**config.mk**
```make
export PLATFORM = sky130hd
export DESIGN_NAME = wb_slave_router
export DESIGN_NICKNAME = d
export VERILOG_FILES = /design/src/rtl/wb_slave_router.sv
export SDC_FILE = /design/constraint.sdc
export NUM_CORES = 1
export LEC_CHECK = 0
export ABC_AREA = 1
export CAP_MARGIN = 20
export CELL_PAD_IN_SITES_DETAIL_PLACEMENT = 1
export CELL_PAD_IN_SITES_GLOBAL_PLACEMENT = 2
export CORE_MARGIN = 2
export CORE_UTILIZATION = 20
export CTS_BUF_LIST = sky130_fd_sc_hd__clkbuf_4
export CTS_CLUSTER_SIZE = 24
export DETAILED_ROUTE_END_ITERATION = 12
export GPL_TIMING_DRIVEN = 0
export PLACE_DENSITY = 0.78
export SLEW_MARGIN = 15
export SYNTH_ARGS = -nofsm -noshare
export SYNTH_HDL_FRONTEND = slang
export SYNTH_SLANG_ARGS = --single-unit
```
**constraint.sdc**
```tcl
create_clock -name wb_clk_i -period 1.2 [get_ports wb_clk_i]
set_input_delay 0.24 -clock wb_clk_i [delete_from_list [all_inputs] [get_ports wb_clk_i]]
set_output_delay 0.24 -clock wb_clk_i [all_outputs]
set_load 0.02 [all_outputs]
```
**src/rtl/wb_slave_router.sv**
```systemverilog
// Single-outstanding Wishbone router from the management port to the user and debug targets.
// Define WB_ROUTER_TIMEOUT_EN to terminate transactions whose target never acks.
module wb_slave_router #(
    parameter logic [31:0] USER_BASE      = 32'h3000_0000,
    parameter logic [31:0] DBG_ADDR       = 32'h30FF_FFF8,
    parameter int unsigned TIMEOUT_CYCLES = 255,
    parameter logic [31:0] ERR_DATA       = 32'hDEAD_C0DE
) (
    input  logic        wb_clk_i,
    input  logic        wb_rst_ni,
    input  logic        wbs_cyc_i,
    input  logic        wbs_stb_i,
    input  logic        wbs_we_i,
    input  logic [3:0]  wbs_sel_i,
    input  logic [31:0] wbs_adr_i,
    input  logic [31:0] wbs_dat_i,
    output logic        wbs_ack_o,
    output logic [31:0] wbs_dat_o,
    output logic        tgt_we_o,
    output logic [3:0]  tgt_sel_o,
    output logic [31:0] tgt_adr_o,
    output logic [31:0] tgt_dat_o,
    output logic        user_cyc_o,
    output logic        user_stb_o,
    input  logic        user_ack_i,
    input  logic [31:0] user_dat_i,
    output logic        dbg_cyc_o,
    output logic        dbg_stb_o,
    input  logic        dbg_ack_i,
    input  logic [31:0] dbg_dat_i,
    input  logic        to_clr_i,
    output logic        to_flag_o,
    output logic [7:0]  to_cnt_o
);

    localparam logic [1:0] IDLE = 2'd0;
    localparam logic [1:0] REQ  = 2'd1;
    localparam logic [1:0] RESP = 2'd2;

    logic [1:0]  state;
    logic        sel_dbg;
    logic        user_act;
    logic        dbg_act;
    logic        req_start;
    logic        hit_dbg;
    logic        hit_user;
    logic        tgt_ack;
    logic [31:0] tgt_rdata;
    logic        timeout;
    logic        err_evt;

    assign user_cyc_o = user_act;
    assign user_stb_o = user_act;
    assign dbg_cyc_o  = dbg_act;
    assign dbg_stb_o  = dbg_act;

    // NOTE: every signal assigned here gets a value on every path, so no latch is inferred.
    always_comb begin
        req_start = (state == IDLE) && wbs_cyc_i && wbs_stb_i;
        hit_dbg   = (wbs_adr_i[31:3] == DBG_ADDR[31:3]);
        hit_user  = !hit_dbg && (wbs_adr_i[31:24] == USER_BASE[31:24]);
        // Only the selected target's ack counts; the other one is ignored.
        tgt_ack   = sel_dbg ? dbg_ack_i : user_ack_i;
        tgt_rdata = sel_dbg ? dbg_dat_i : user_dat_i;
        err_evt   = (req_start && !hit_dbg && !hit_user) || timeout;
    end

`ifdef WB_ROUTER_TIMEOUT_EN
    localparam logic [7:0] TO_LAST = 8'(TIMEOUT_CYCLES - 1);

    logic [7:0] timer;

    // Fires in the last permitted REQ cycle; an abort or a real ack takes priority.
    assign timeout = (state == REQ) && wbs_cyc_i && !tgt_ack && (timer == TO_LAST);

    always_ff @(posedge wb_clk_i or negedge wb_rst_ni) begin
        if (!wb_rst_ni) begin
            timer <= 8'd0;
        end else if (state == REQ) begin
            timer <= timer + 8'd1;
        end else begin
            timer <= 8'd0;
        end
    end
`else
    assign timeout = 1'b0;
`endif

    // NOTE: sequential state uses non-blocking assignments so every flop samples pre-edge values.
    always_ff @(posedge wb_clk_i or negedge wb_rst_ni) begin
        if (!wb_rst_ni) begin
            state     <= IDLE;
            sel_dbg   <= 1'b0;
            user_act  <= 1'b0;
            dbg_act   <= 1'b0;
            wbs_ack_o <= 1'b0;
            wbs_dat_o <= 32'd0;
            tgt_we_o  <= 1'b0;
            tgt_sel_o <= 4'd0;
            tgt_adr_o <= 32'd0;
            tgt_dat_o <= 32'd0;
        end else begin
            wbs_ack_o <= 1'b0;
            wbs_dat_o <= 32'd0;
            case (state)
                IDLE: begin
                    if (req_start) begin
                        tgt_we_o  <= wbs_we_i;
                        tgt_sel_o <= wbs_sel_i;
                        tgt_adr_o <= wbs_adr_i;
                        tgt_dat_o <= wbs_dat_i;
                        sel_dbg   <= hit_dbg;
                        if (hit_dbg || hit_user) begin
                            state    <= REQ;
                            user_act <= hit_user;
                            dbg_act  <= hit_dbg;
                        end else begin
                            state     <= RESP;
                            wbs_ack_o <= 1'b1;
                            wbs_dat_o <= ERR_DATA;
                        end
                    end
                end
                REQ: begin
                    if (!wbs_cyc_i) begin
                        state    <= IDLE;
                        user_act <= 1'b0;
                        dbg_act  <= 1'b0;
                    end else if (tgt_ack || timeout) begin
                        state     <= RESP;
                        user_act  <= 1'b0;
                        dbg_act   <= 1'b0;
                        wbs_ack_o <= 1'b1;
                        if (!tgt_ack)      wbs_dat_o <= ERR_DATA;
                        else if (tgt_we_o) wbs_dat_o <= 32'd0;
                        else               wbs_dat_o <= tgt_rdata;
                    end
                end
                RESP:    state <= IDLE;
                default: state <= IDLE;
            endcase
        end
    end

    // Clear has priority over a coincident error event.
    always_ff @(posedge wb_clk_i or negedge wb_rst_ni) begin
        if (!wb_rst_ni) begin
            to_flag_o <= 1'b0;
            to_cnt_o  <= 8'd0;
        end else if (to_clr_i) begin
            to_flag_o <= 1'b0;
            to_cnt_o  <= 8'd0;
        end else if (err_evt) begin
            to_flag_o <= 1'b1;
            if (to_cnt_o != 8'hFF) to_cnt_o <= to_cnt_o + 8'd1;
        end
    end

endmodule

```
==> metrics.cfg <==
[floorplanning]
floorplan.rows=57
floorplan.io_pins=255
core_region_um2=24250
die_area_um2=25910
die_w_um=161.0
vert_die_dim_um=161.0
start_util_pct=20.32

[synthesis]
main_combinational_cell_family_by_area_after_synthesis=simple AND/OR/NAND/NOR gates
yosysTopAreaCell=sky130_fd_sc_hd__dfrtp_1
netlist-cell-type-count=25
yosysMostFrequentCell=sky130_fd_sc_hd__nand2_1
post_synth_inst_count=566
synth_largest_type_area_fraction_pct=58.91
synth_enable_flop_cells=0
yosysSeqAreaShare_pct=58.91
synth_xor_xnor_area_share_pct=0.5333
synthesis.nets=707
asyncSetResetFlopFracSynth_pct=100.0
netlist_top_cells_count=278 x sky130_fd_sc_hd__nand2_1, 116 x sky130_fd_sc_hd__dfrtp_1, 29 x sky130_fd_sc_hd__nor2_1, 19 x sky130_fd_sc_hd__mux2i_1, 18 x sky130_fd_sc_hd__inv_1
synthSimpleGateAreaFrac_pct=26.31
ys_dominant_reg_cell=sky130_fd_sc_hd__dfrtp_1
synth.mux.area_fraction_pct=3.860
ys.warnings.count=0
ys_seq_elements=116
post_synth.cell_area_avg_um2=8.705
synth_top_cells_by_area=sky130_fd_sc_hd__dfrtp_1 59%, sky130_fd_sc_hd__nand2_1 21%, sky130_fd_sc_hd__mux2i_1 3.9%
synth_compound_area_share_pct=4.698
synthesis.area_um2=4927
yosys.area_share.adder_pct=0.2539

[placement]
buffers_on_ports=253
dp.cells=1144
place_congestion=0.7272
dp_hpwl_um=13420

[detailed_routing]
first_iter_violations=89
postRouteWirelength_um=21140
num_vias=5279
drt_drc=0
via_per_inst=4.083
route.antenna.remaining_nets=0
route.detailed.wl_per_inst_um=16.35
first_pass_iters=4

[global_routing]
grt.overflow.total=0
grt_pass1_wl_um=31220
via_count_of_the_first_global_routing_pass=5415
antenna_violations_before_repair=1
grt_usage_pct=15.72
grt_max_degree=60

[sta]
timing_worst_slew_pin_value_ns=0.6193
final.period_utilization_pct=120.5
slew_viol_final=0
final-setup-viol-count=231
relSlewSlack_pct=58.72
timing.final.hold_violations=0
grt_setup_unrepaired=true
fin_ws_ns=-0.2462
timing.fmax_mhz=691.5
clock-skew-final_ns=0.02768
post-route-min-period_ns=1.446
fin_worst_hold_slack_ns=0.1215

[cts]
cts_tree=done
cts-htree-levels=4
tritoncts.num_buffers=17
path_clk_slew_ns=0.11
cts-root-buf=sky130_fd_sc_hd__clkbuf_4
insertion_delay_ns=0.54
cts.path.max_buffers=2
cts_num_sinks=116

[power]
worst_ir_drop_vdd_uv=455.7
total_leakage_power_nw=5.092
design_power_total_mw=12.15
power-per-cell-area_nw_per_um2=1130

[critical_path]
cp_max_fo=7
crit_buf_inv=3
delay_contributed_by_the_slowest_stage_of_the_critical_path_ns=0.57
crit_path_cell_trace=clkdlybuf4s50_1 > nand2_1 > nor3_4 > buf_6 > buf_6 > nand3_4 > nand2_8 > nand2_2 > nand2_2
critical-path-top-delay-family=buffers and inverters
crit_slowest_cell=sky130_fd_sc_hd__clkdlybuf4s50_1
timing.critical_path.to_type=flop
worst-setup-path-type=input port to flop
timing.critical_path.depth=9
critPathLaunch=wbs_cyc_i
worst_ep_required_time_ns=1.65
crit-reg2reg-capture=to_cnt_o[3]
depth_of_the_worst_register_to_register_path=7
critical_path.reg2reg.startpoint=state[1]
cp-endpoint=to_cnt_o[3]
r2r_setup_slack_ns=-0.23
arrival_ns=1.90
setup.worst_path.start_class=input port

[outcome]
failed_checks=setup timing
result_of_the_run=finished with violations

[final_layout]
final-instance-count-excl-fill=1293
num-fill-cells=2736
post_route_cells_drive_above_1_share_pct=50.52
finalNetCount=1097
layout_area_growth_over_synthesis_pct=118.2

[worst_hold_path]
holdCritPathClass=input port to flop

[run]
max_cap_violations=0

## flip-flops by register name, summed over array words and instances, names as in the netlist
name	cells
wbs_dat_o	32
tgt_dat_o	32
wbs_ack_o	1
sel_dbg	1
tgt_we_o	1
state	2
dbg_cyc_o	1
user_cyc_o	1
tgt_sel_o	4
to_cnt_o	8
tgt_adr_o	32
to_flag_o	1
## through the flow
stage / util [%] / instance area, um^2 / setup slack (ns) / setup TNS, ns
final: 44.34 / 10750 / -0.2462 / -31.64
after detailed placement: 32.78 / 7948 / -0.9548 / -94.61
after floorplan: - / 4981 / -0.06511 / -1.521
after CTS: 41.02 / 9947 / -0.3189 / -35.57
after global placement: 32.66 / 7919 / -5.700 / -696.25
after global routing: 44.34 / 10750 / -0.3439 / -49.82
## what timing repair did
| action | in CTS | in global routing |
|---|---|---|
| buffers inserted | 56 | 58 |
| cloned | 18 | 0 |
| endpoints found under the setup margin | 231 | 231 |
| hold buffers | 2 | 0 |
| hold endpoints to repair | 58 | 0 |
| gates resized for setup | 914 | 157 |
| pin swaps | 34 | 31 |
## tightest hold or removal path, delay by kind of cell
| kind | cells | cell delay, ns |
|---|---|---|
| buffers and inverters | 1 | 0.19 |
| AND/OR/NAND/NOR | 3 | 0.18 |
## metal layers
metal  wire length, um  track usage (%)  up-vias
met3              1698            6.173        9
met5                 0                0        -
met4               124            3.044        0
met1              8451            18.59     2533
met2             10860            27.18      184
li1                  -                -     2553
## placed cells by master (no fill, tap or decap), drive strengths merged
master | netlist | routed
nand3 | 17 | 18
dfrtp | 116 | 116
dlygate4sd3 | 0 | 2
mux2i | 19 | 19
clkbuf | 6 | 23
xnor2 | 1 | 1
buf | 22 | 254
clkdlybuf4s50 | 0 | 137
ha | 1 | 1
inv | 20 | 20
a21oi | 15 | 15
bufinv | 0 | 5
xor2 | 2 | 2
nor3 | 1 | 1
nor2 | 30 | 30
clkinvlp | 0 | 2
o22ai | 1 | 1
clkinv | 2 | 8
o21ai | 30 | 30
nand4 | 2 | 2
nand2 | 281 | 281
diode | 0 | 1
## layout make-up
type	count	area, um^2	area share, %
tap	324	405.4	3.770
buffer	23	352.8	3.282
clock inverter	13	188.9	1.757
sequential	116	2914	27.10
clock buffer	18	135.1	1.257
inverter	22	100.1	0.9310
antenna	1	2.502	0.02327
multi-input combinational	401	2651	24.66
timing repair buffer	375	4001	37.22
## report_power, final
group	leakage (nW)	internal, mW	switching [mW]
clock network	0.166	1.84	1.64
logic	3.45	2.22	1.78
registers	1.48	4.32	0.346
## worst min-delay path by stage
stage	from	end	slack [ns]	cells past startpoint
floorplan	wb_rst_ni	dbg_cyc_o	-0.06	0
global placement	tgt_adr_o[1]	tgt_adr_o[1]	0.45	2
detailed placement	wb_rst_ni	tgt_adr_o[0]	0.26	1
CTS	to_clr_i	to_cnt_o[5]	0.03	4
global route	to_clr_i	to_cnt_o[0]	0.07	4
finish	to_clr_i	to_cnt_o[4]	0.12	4
## logic make-up (layout without fill, tap and decap cells)
logic type,count (synthesis),in the layout
AND/OR/NAND/NOR,331,332
flip-flops,116,116
buffers and inverters,50,451
AO/OA/AOI/OAI,46,46
multiplexers,19,19
XOR/XNOR,3,3
adder cells (fa/ha/maj),1,1
other,0,1
Power figures use the tool's default switching activity.
